**src/rtl/usb_bus_pkg.sv**
```systemverilog
// usb_bus_pkg: shared constants and FSM state encoding for the USB bus slave.
//   ADDR_WIDTH_DEF   - default host address width
//   BYTECNT_SIZE_DEF - default number of low address bits selecting a byte
//   bus_state_e      - bus-slave FSM state encoding
package usb_bus_pkg;

  localparam int ADDR_WIDTH_DEF   = 21;
  localparam int BYTECNT_SIZE_DEF = 7;

  typedef enum logic [1:0] {
    ST_IDLE  = 2'd0,
    ST_WRITE = 2'd1,
    ST_READ  = 2'd2,
    ST_ERR   = 2'd3
  } bus_state_e;

endpackage

```
**src/rtl/usb_edge_det.sv**
```systemverilog
// usb_edge_det: previous-cycle copies of the sampled cen, wrn and trigger.
// Ports:
//   usb_clk, reset_i        - clock, async active-high reset
//   cen_s, wrn_s, trig_s    - stage-1 sampled strobes / trigger
//   cen_rise                - sampled cen went 0->1 this cycle
//   wrn_prev                - sampled wrn from the previous cycle
//   trig_rise               - sampled trigger went 0->1 this cycle
module usb_edge_det (
  input  logic usb_clk,
  input  logic reset_i,
  input  logic cen_s,
  input  logic wrn_s,
  input  logic trig_s,
  output logic cen_rise,
  output logic wrn_prev,
  output logic trig_rise
);

  logic cen_d;
  logic wrn_d;
  logic trig_d;

  // Strobes preset high and trigger low so no edge appears right after reset.
  always_ff @(posedge usb_clk or posedge reset_i) begin
    if (reset_i) begin
      cen_d  <= 1'b1;
      wrn_d  <= 1'b1;
      trig_d <= 1'b0;
    end else begin
      cen_d  <= cen_s;
      wrn_d  <= wrn_s;
      trig_d <= trig_s;
    end
  end

  assign cen_rise  = cen_s & ~cen_d;
  assign wrn_prev  = wrn_d;
  assign trig_rise = trig_s & ~trig_d;

endmodule

```
**src/rtl/usb_bus_slave.sv**
```systemverilog
// usb_bus_slave: asynchronous host bus (cen/rdn/wrn) to register-file bridge.
// All pad inputs are registered once before use; every output is registered.
// Ports:
//   usb_clk, reset_i                  - clock, async active-high reset
//   usb_addr/usb_din/usb_rdn/usb_wrn/usb_cen/usb_trigger - host pad inputs
//   usb_dout, usb_isout               - read data and pad output enable
//   reg_address, reg_bytecnt          - register / byte select
//   reg_datao, reg_datai              - write data out, read data in
//   reg_read, reg_write, reg_addrvalid - register-file handshake
//   trig_pulse                        - one-cycle pulse per trigger rise
//   protocol_err                      - sticky flag, cen/rdn/wrn all low
//
// state | meaning
// IDLE  | no transfer; wait for cen low with rdn or wrn low
// WRITE | write in progress; data/address latched, strobe on cen rise
// READ  | read in progress; pad driven, usb_dout follows reg_datai
// ERR   | rdn and wrn both low under cen; all strobes suppressed
module usb_bus_slave
  import usb_bus_pkg::*;
#(
  parameter int pADDR_WIDTH   = ADDR_WIDTH_DEF,
  parameter int pBYTECNT_SIZE = BYTECNT_SIZE_DEF
) (
  input  logic                               usb_clk,
  input  logic                               reset_i,
  input  logic [pADDR_WIDTH-1:0]             usb_addr,
  input  logic [7:0]                         usb_din,
  output logic [7:0]                         usb_dout,
  output logic                               usb_isout,
  input  logic                               usb_rdn,
  input  logic                               usb_wrn,
  input  logic                               usb_cen,
  input  logic                               usb_trigger,
  output logic [pADDR_WIDTH-pBYTECNT_SIZE-1:0] reg_address,
  output logic [pBYTECNT_SIZE-1:0]           reg_bytecnt,
  output logic [7:0]                         reg_datao,
  input  logic [7:0]                         reg_datai,
  output logic                               reg_read,
  output logic                               reg_write,
  output logic                               reg_addrvalid,
  output logic                               trig_pulse,
  output logic                               protocol_err
);

  logic [pADDR_WIDTH-1:0] s_addr;
  logic [7:0]             s_din;
  logic                   s_rdn;
  logic                   s_wrn;
  logic                   s_cen;
  logic                   s_trig;

  logic cen_rise;
  logic wrn_prev;
  logic trig_rise;

  bus_state_e state;
  bus_state_e state_nxt;
  logic       err_cond;
  logic       wr_fire;

  always_ff @(posedge usb_clk or posedge reset_i) begin
    if (reset_i) begin
      s_addr <= '0;
      s_din  <= '0;
      s_rdn  <= 1'b1;
      s_wrn  <= 1'b1;
      s_cen  <= 1'b1;
      s_trig <= 1'b0;
    end else begin
      s_addr <= usb_addr;
      s_din  <= usb_din;
      s_rdn  <= usb_rdn;
      s_wrn  <= usb_wrn;
      s_cen  <= usb_cen;
      s_trig <= usb_trigger;
    end
  end

  usb_edge_det u_edge_det (
    .usb_clk   (usb_clk),
    .reset_i   (reset_i),
    .cen_s     (s_cen),
    .wrn_s     (s_wrn),
    .trig_s    (s_trig),
    .cen_rise  (cen_rise),
    .wrn_prev  (wrn_prev),
    .trig_rise (trig_rise)
  );

  always_comb begin
    state_nxt = state;
    err_cond  = ~s_cen & ~s_rdn & ~s_wrn;
    if (err_cond) begin
      state_nxt = ST_ERR;
    end else begin
      case (state)
        ST_IDLE: begin
          if (!s_cen && !s_wrn)      state_nxt = ST_WRITE;
          else if (!s_cen && !s_rdn) state_nxt = ST_READ;
        end
        ST_WRITE: if (cen_rise)        state_nxt = ST_IDLE;
        ST_READ:  if (s_cen || s_rdn)  state_nxt = ST_IDLE;
        ST_ERR:   if (s_cen)           state_nxt = ST_IDLE;
        default:                       state_nxt = ST_IDLE;
      endcase
    end
    // A wrn that went high before cen leaves wrn_prev=1, so no strobe.
    wr_fire = (state == ST_WRITE) && cen_rise && !wrn_prev;
  end

  always_ff @(posedge usb_clk or posedge reset_i) begin
    if (reset_i) begin
      state         <= ST_IDLE;
      reg_write     <= 1'b0;
      reg_read      <= 1'b0;
      reg_addrvalid <= 1'b0;
      usb_isout     <= 1'b0;
      usb_dout      <= '0;
      reg_datao     <= '0;
      reg_address   <= '0;
      reg_bytecnt   <= '0;
      trig_pulse    <= 1'b0;
      protocol_err  <= 1'b0;
    end else begin
      state         <= state_nxt;
      reg_write     <= wr_fire;
      reg_read      <= (state_nxt == ST_READ);
      reg_addrvalid <= (state_nxt == ST_READ) || (state_nxt == ST_WRITE) || wr_fire;
      usb_isout     <= (state_nxt == ST_READ);
      trig_pulse    <= trig_rise;

      if (state == ST_READ)
        usb_dout <= reg_datai;

      if ((state_nxt == ST_WRITE) && !s_cen && !s_wrn) begin
        reg_datao   <= s_din;
        reg_address <= s_addr[pADDR_WIDTH-1:pBYTECNT_SIZE];
        reg_bytecnt <= s_addr[pBYTECNT_SIZE-1:0];
      end else if (state_nxt == ST_READ) begin
        reg_address <= s_addr[pADDR_WIDTH-1:pBYTECNT_SIZE];
        reg_bytecnt <= s_addr[pBYTECNT_SIZE-1:0];
      end

      if (state_nxt == ST_ERR)
        protocol_err <= 1'b1;
    end
  end

endmodule
```
**config.mk**
```make
export PLATFORM = sky130hd
export DESIGN_NAME = usb_bus_slave
export DESIGN_NICKNAME = d
export VERILOG_FILES = /design/src/rtl/usb_bus_pkg.sv /design/src/rtl/usb_edge_det.sv /design/src/rtl/usb_bus_slave.sv
export SDC_FILE = /design/constraint.sdc
export NUM_CORES = 1
export LEC_CHECK = 0
export ABC_AREA = 1
export CORE_ASPECT_RATIO = 1.5
export CORE_MARGIN = 4
export CORE_UTILIZATION = 55
export CTS_CLUSTER_SIZE = 16
export DETAILED_ROUTE_END_ITERATION = 8
export DONT_BUFFER_PORTS = 1
export PLACE_DENSITY = 0.71
export RECOVER_POWER = 100
export SKIP_CTS_REPAIR_TIMING = 1
export SYNTH_ARGS = -nofsm -noshare
export SYNTH_HDL_FRONTEND = slang
export SYNTH_SLANG_ARGS = --single-unit
```
**constraint.sdc**
```tcl
create_clock -name usb_clk -period 5.05 [get_ports usb_clk]
set_input_delay 0.505 -clock usb_clk [delete_from_list [all_inputs] [get_ports usb_clk]]
set_output_delay 0.505 -clock usb_clk [all_outputs]
set_load 0.05 [all_outputs]
```
==> impl_metrics.tcl, run 1 <==
set metrics [dict create \
    status "completed" \
    async_flop_share 1.00 \
    stdcell_area_um2 2950 \
    drc 0 \
    synth-warning-count 0 \
    netlist_area_um2 2750 \
    ff2ff_setup_slack_ns 1.57 \
    ys_seq_area_frac 0.730 \
    cts_buffer_depth 2 \
    avgViaCountPerCell 4.97 \
    wl_per_cell_um 14.8 \
    die_y_um 94.6 \
    combPwrFrac 0.094 \
    yosysTopAreaCell "dfrtp_1" \
    dieWidth_um 65.8 \
    crit_type "flip-flop to flip-flop" \
    htreeDepth 3 \
    cp-end-kind "flip-flop" \
    grt_pass1_vias 1554 \
    n_fill_cell 390 \
    fmax_mhz 287 \
    internal_power_uw 1040 \
    port_buffers 0 \
    report.final.setup_viol 0 \
    cp_max_fo 30 \
    die_area_um2 6220 \
    synth_edf_count 0 \
    synth_cell_types 16 \
    synth_most_common_cell "nand2_1" \
    drv_slew 0 \
    netlist.area_leader.share 0.682 \
    grt_max_degree 81 \
    syn_nets 292 \
    ys_ff_latch 80 \
    p_per_area_nw_per_um2 665 \
    p_seq_frac 0.686 \
    cts_tree "done" \
    rsz0062_at_grt "no" \
    syn_inst 246 \
    arrival_ns 3.75 \
    drive_gt1_frac 0.0876 \
    drt_wl_total_um 4700 \
    ir_worst_vdd_uv 327 \
    syn2layout_area_growth_pct 7.14 \
    min_period_ns 3.48 \
    antenna_found_initial 0 \
    grtUsageTotal 0.167 \
    drtIter0Drc 163 \
    ant_nets 0 \
    critPathRequiredTime_ns 5.32 \
    grt_pass1_wl_um 7560 \
    clock_skew_ns 0.00953 \
    start_util 0.567 \
    diodes 0 \
    p_sw_uw 917 \
    overflow 0 \
    place_area_um2 2770 \
    pin_count 86 \
    p_sw_frac 0.468 \
    finalCritPeriodShare 0.689 \
    gp_congestion 0.772 \
    cp-start-kind "flip-flop" \
    ys_top_cells_by_area "dfrtp_1 68%, nand2_1 12%, nand3_1 7.3%" \
    relSlewSlack 0.364 \
    vias 1577 \
    synth.avg_cell_area_um2 11.2 \
    synth_commonest_cells "87 x nand2_1, 75 x dfrtp_1, 40 x nand3_1, 11 x inv_1, 8 x nor2_1" \
    rows 31 \
    cap_violations 0 \
    final.setup.tns_ns 0 \
    cts_root_buffer "clkbuf_8" \
    dp_hpwl_um 3200 \
    hold_path_class "input port to flip-flop" \
    synth_flop_cell "dfrtp_1" \
    p_clk_frac 0.220 \
    clk_latency_ns 0.34 \
    cts_buffers 9 \
    p_leak_uw 0.00150 \
    fin_nets 292 \
    fin_hold_ws_ns 0.158 \
    design.core.area_um2 4850 \
    worst_pin_slew_ns 0.954 \
    first_pass_iters 4 \
    final_hold_viol_count 0 \
    cts_sinks 80 \
    clk_pin_slew_worst_paths_ns 0.08 \
]
## cells in the final DEF, fill, tap and decap left out
| master | count |
|---|---|
| clkbuf_8 | 10 |
| ha_1 | 3 |
| nand3_1 | 40 |
| clkinv_4 | 1 |
| nand2_1 | 88 |
| a21oi_1 | 1 |
| dfstp_1 | 2 |
| inv_6 | 3 |
| dfrtp_1 | 75 |
| nor2_1 | 9 |
| dfstp_2 | 3 |
| inv_1 | 10 |
| buf_4 | 1 |
| or2_2 | 1 |
| clkinvlp_4 | 2 |
| nand4_1 | 1 |
| clkinvlp_2 | 1 |
## sequential cells by signal, summed over array words and instances (netlist names), 2 cells and up
signal / cells
reg_datao: 8
s_addr: 21
reg_bytecnt: 7
usb_dout: 8
s_din: 8
reg_address: 14
state: 2
## critical path, stage by stage, from the launching register on
cell	delay, ns
dfstp_1	0.44
nor2_1	0.54
nand2_1	0.22
nand3_1	0.21
ha_1	0.36
nand2_1	0.64
nand2_1	0.78
nand2_1	0.11
nand2_1	0.10
## area by class of cell
| cell class | count | area, um2 | share of cell area |
|---|---|---|---|
| flip-flops and latches | 80 | 2010 | 0.681 |
| multi-input cells | 143 | 619 | 0.210 |
| clock buffers | 10 | 138 | 0.0467 |
| well taps | 66 | 82.6 | 0.0280 |
| clock inverters | 6 | 50.0 | 0.0170 |
| inverters | 11 | 42.5 | 0.0144 |
| repair buffers | 1 | 7.51 | 0.00255 |
## worst paths after layout
kind                                      to  startpoint  cells after the start
setup / recovery              reg_bytecnt[5]       s_cen                      8
hold / removal                         s_rdn     usb_rdn                      0
setup reg to reg              reg_bytecnt[5]       s_cen                      8
hold reg to reg            u_edge_det.trig_d      s_trig                      0
max in group asynchronous           reg_read     reset_i                      2
min in group asynchronous         s_addr[13]     reset_i                      2
## power by group through the flow
stage | combinational, uW | clock (uW) | sequential, uW
finish | 184 | 431 | 1340
global route | 223 | 470 | 1360
CTS | 189 | 443 | 1350
detailed placement | 187 | 0 | 1370
global placement | 182 | 0 | 1360
floorplan | 171 | 0 | 1320
## through the flow
stage | instances | util | total power (uW) | setup slack (ns)
floorplan | 246 | - | 1490 | 2.50
global placement | 301 | 0.570 | 1540 | 2.24
detailed placement | 301 | 0.570 | 1550 | 2.19
CTS | 317 | 0.609 | 1980 | 2.18
global route | 317 | 0.608 | 2060 | 1.13
finish | 317 | 0.608 | 1960 | 1.57
## metal layers
layer	GRT usage	vias to the layer above	wire length, um
met2	0.269	60	2520
met5	0	-	0
li1	-	770	-
met1	0.192	745	1750
met4	0.0830	0	29
met3	0.0631	2	405
## logic make-up (layout without fill, tap and decap cells)
| family | count (synthesis) | count (layout) | share of synthesized area |
|---|---|---|---|
| adders and majority gates | 3 | 3 | 0.0136 |
| and+or+nand+nor | 139 | 139 | 0.211 |
| AOI/OAI and AO/OA | 1 | 1 | 0.00182 |
| buffers and inverters | 23 | 28 | 0.0432 |
| DFF | 80 | 80 | 0.730 |
No activity file was read; power rests on OpenSTA's default activity.
==> run 2: changes to the inputs <==
Clock period 5.05 ns to 3.6 ns, I/O delays scaled along.
==> run 2 against run 1 <==
  * The run now ends with max-capacitance violations, max-slew violations left
  * Critical path type unchanged
  * Clock power grew 84%
  * Clock-buffer cell count is the same
  * Critical endpoint is now reg_address[3]
  * Maximum frequency grew 23%
==> impl_metrics.tcl, run 2 (synthesized netlist as in run 1, its figures left out) <==
set metrics [dict create \
    relSlewSlack -0.450 \
    report.final.setup_viol 0 \
    die_y_um 94.6 \
    vias 1646 \
    p_sw_frac 0.434 \
    final_cell_mix "87 x nand2_1, 75 x dfrtp_1, 40 x nand3_1" \
    critPathRequiredTime_ns 3.88 \
    drtIter0Drc 165 \
    cp_cell_sequence "nor2_2, nand2_1, nand3_1, ha_1, nand2_2, nand2_1, nand2_1, nand2_1" \
    path_buf_inv 0 \
    start_util 0.567 \
    cts_sinks 80 \
    cap_violations 1 \
    crit_type "flip-flop to flip-flop" \
    finalPower_uw 2950 \
    cp-end-kind "flip-flop" \
    final_hold_viol_count 0 \
    regMostFlops "s_addr" \
    dp_hpwl_um 3290 \
    antenna_found_initial 0 \
    busiest_layer "met2" \
    cts_buffers 9 \
    fin_ws_ns 0.762 \
    grt_pass1_wl_um 8050 \
    hold_path_class "input port to flip-flop" \
    die_area_um2 6220 \
    cts_buffer_depth 2 \
    final_common_cell "nand2_1" \
    status "finished, violations left" \
    wl_per_cell_um 15.2 \
    grt_max_degree 52 \
    dieWidth_um 65.8 \
    p_seq_frac 0.641 \
    syn2layout_area_growth_pct 10.9 \
    slowest_stage "nand2_1" \
    drive_gt1_frac 0.0941 \
    final_util 0.629 \
    failed_checks "max-capacitance violations, max-slew violations" \
    drt_wl_total_um 4880 \
    grt_pass1_vias 1641 \
    port_buffers 0 \
    met3_usage 0.0726 \
    worst_pin_slew_ns 2.16 \
    gp_congestion 0.917 \
    diodes 0 \
    pin_count 86 \
    rsz0062_at_grt "no" \
    cp_max_fo 30 \
    htreeDepth 3 \
    first_pass_iters 6 \
    final.setup.tns_ns 0 \
    rows 31 \
    min_period_ns 2.84 \
    cts_root_buffer "clkbuf_8" \
    clock_skew_ns 0.00892 \
    p_per_area_nw_per_um2 967 \
    avgViaCountPerCell 5.13 \
    p_leak_uw 0.00155 \
    p_clk_frac 0.269 \
    design.core.area_um2 4850 \
    arrival_ns 3.12 \
    n_fill_cell 365 \
    finalCritPeriodShare 0.788 \
    p_sw_uw 1280 \
    combPwrFrac 0.090 \
    overflow 0 \
    pre_cts_ws_ns 0.807 \
    use_met1 0.207 \
    fin_nets 296 \
    drc 0 \
    drv_slew 52 \
    cp-start-kind "flip-flop" \
    fmax_mhz 352 \
    met2_usage 0.269 \
    internal_power_uw 1670 \
    clk_pin_slew_worst_paths_ns 0.08 \
    clk_latency_ns 0.35 \
    critPathTopFamily "simple AND/OR/NAND/NOR gates" \
    ant_nets 0 \
    critPathMaxStageDelay_ns 0.66 \
    critPathMostFrequentCell "nand2_1" \
    grtUsageTotal 0.177 \
    cts_tree "done" \
    reg.largest.list "s_addr (21), reg_address (14)" \
    ir_worst_vdd_uv 519 \
    largest_reg_flops 21 \
]
-- run 2: cell types whose count changed in the layout (fill, tap and decap cells not counted) --
cell / previous run / this run
bufinv_16: 0 / 3
clkbuf_1: 0 / 1
clkinvlp_4: 2 / 1
dlygate4sd3_1: 0 / 3
inv_6: 3 / 1
nand2_1: 88 / 87
nand2_2: 0 / 1
nor2_1: 9 / 8
nor2_2: 0 / 1
-- run 2: path summary, 6_finish.rpt --
kind	start	to	slack [ns]	depth (start not counted)
max	s_cen	reg_address[3]	0.76	8
min	usb_din[7]	s_din[7]	0.03	0
max reg2reg	s_cen	reg_address[3]	0.76	8
min reg2reg	s_trig	u_edge_det.trig_d	0.38	0
max in group asynchronous	reset_i	reg_address[0]	1.06	2
min in group asynchronous	reset_i	s_addr[14]	0.46	1
-- run 2: layer usage --
metal	vias up	part of all wire
met4	0	0.026
met3	12	0.079
met5	-	0
met1	792	0.37
li1	777	-
met2	65	0.53
-- run 2: power groups by stage --
stage	sequential (uW)	clock, uW	combinational, uW
6_report	1890	794	266
5_1_grt	1920	857	322
4_1_cts	1900	817	270
3_5_place_dp	1920	0	268
3_3_place_gp	1920	0	255
2_1_floorplan	1850	0	240
-- run 2: final cells by class --
class / instances / area (um2) / area share
timing repair buffer: 5 / 41.3 / 0.0135
tap: 66 / 82.6 / 0.0271
multi-input combinational: 143 / 624 / 0.205
sequential: 80 / 2010 / 0.658
inverter: 11 / 42.5 / 0.0139
clock inverter: 6 / 115 / 0.0377
clock buffer: 10 / 138 / 0.0451
-- run 2: metrics by stage --
stage / cell area (um2) / instances / hold WS [ns]
final: 3050 / 321 / 0.0324
after CTS: 3030 / 318 / -0.0145
after global routing: 3050 / 321 / 0.00162
after global placement: 2770 / 302 / 0.358
after detailed placement: 2770 / 302 / 0.364
after floorplan: 2750 / 246 / 0.354
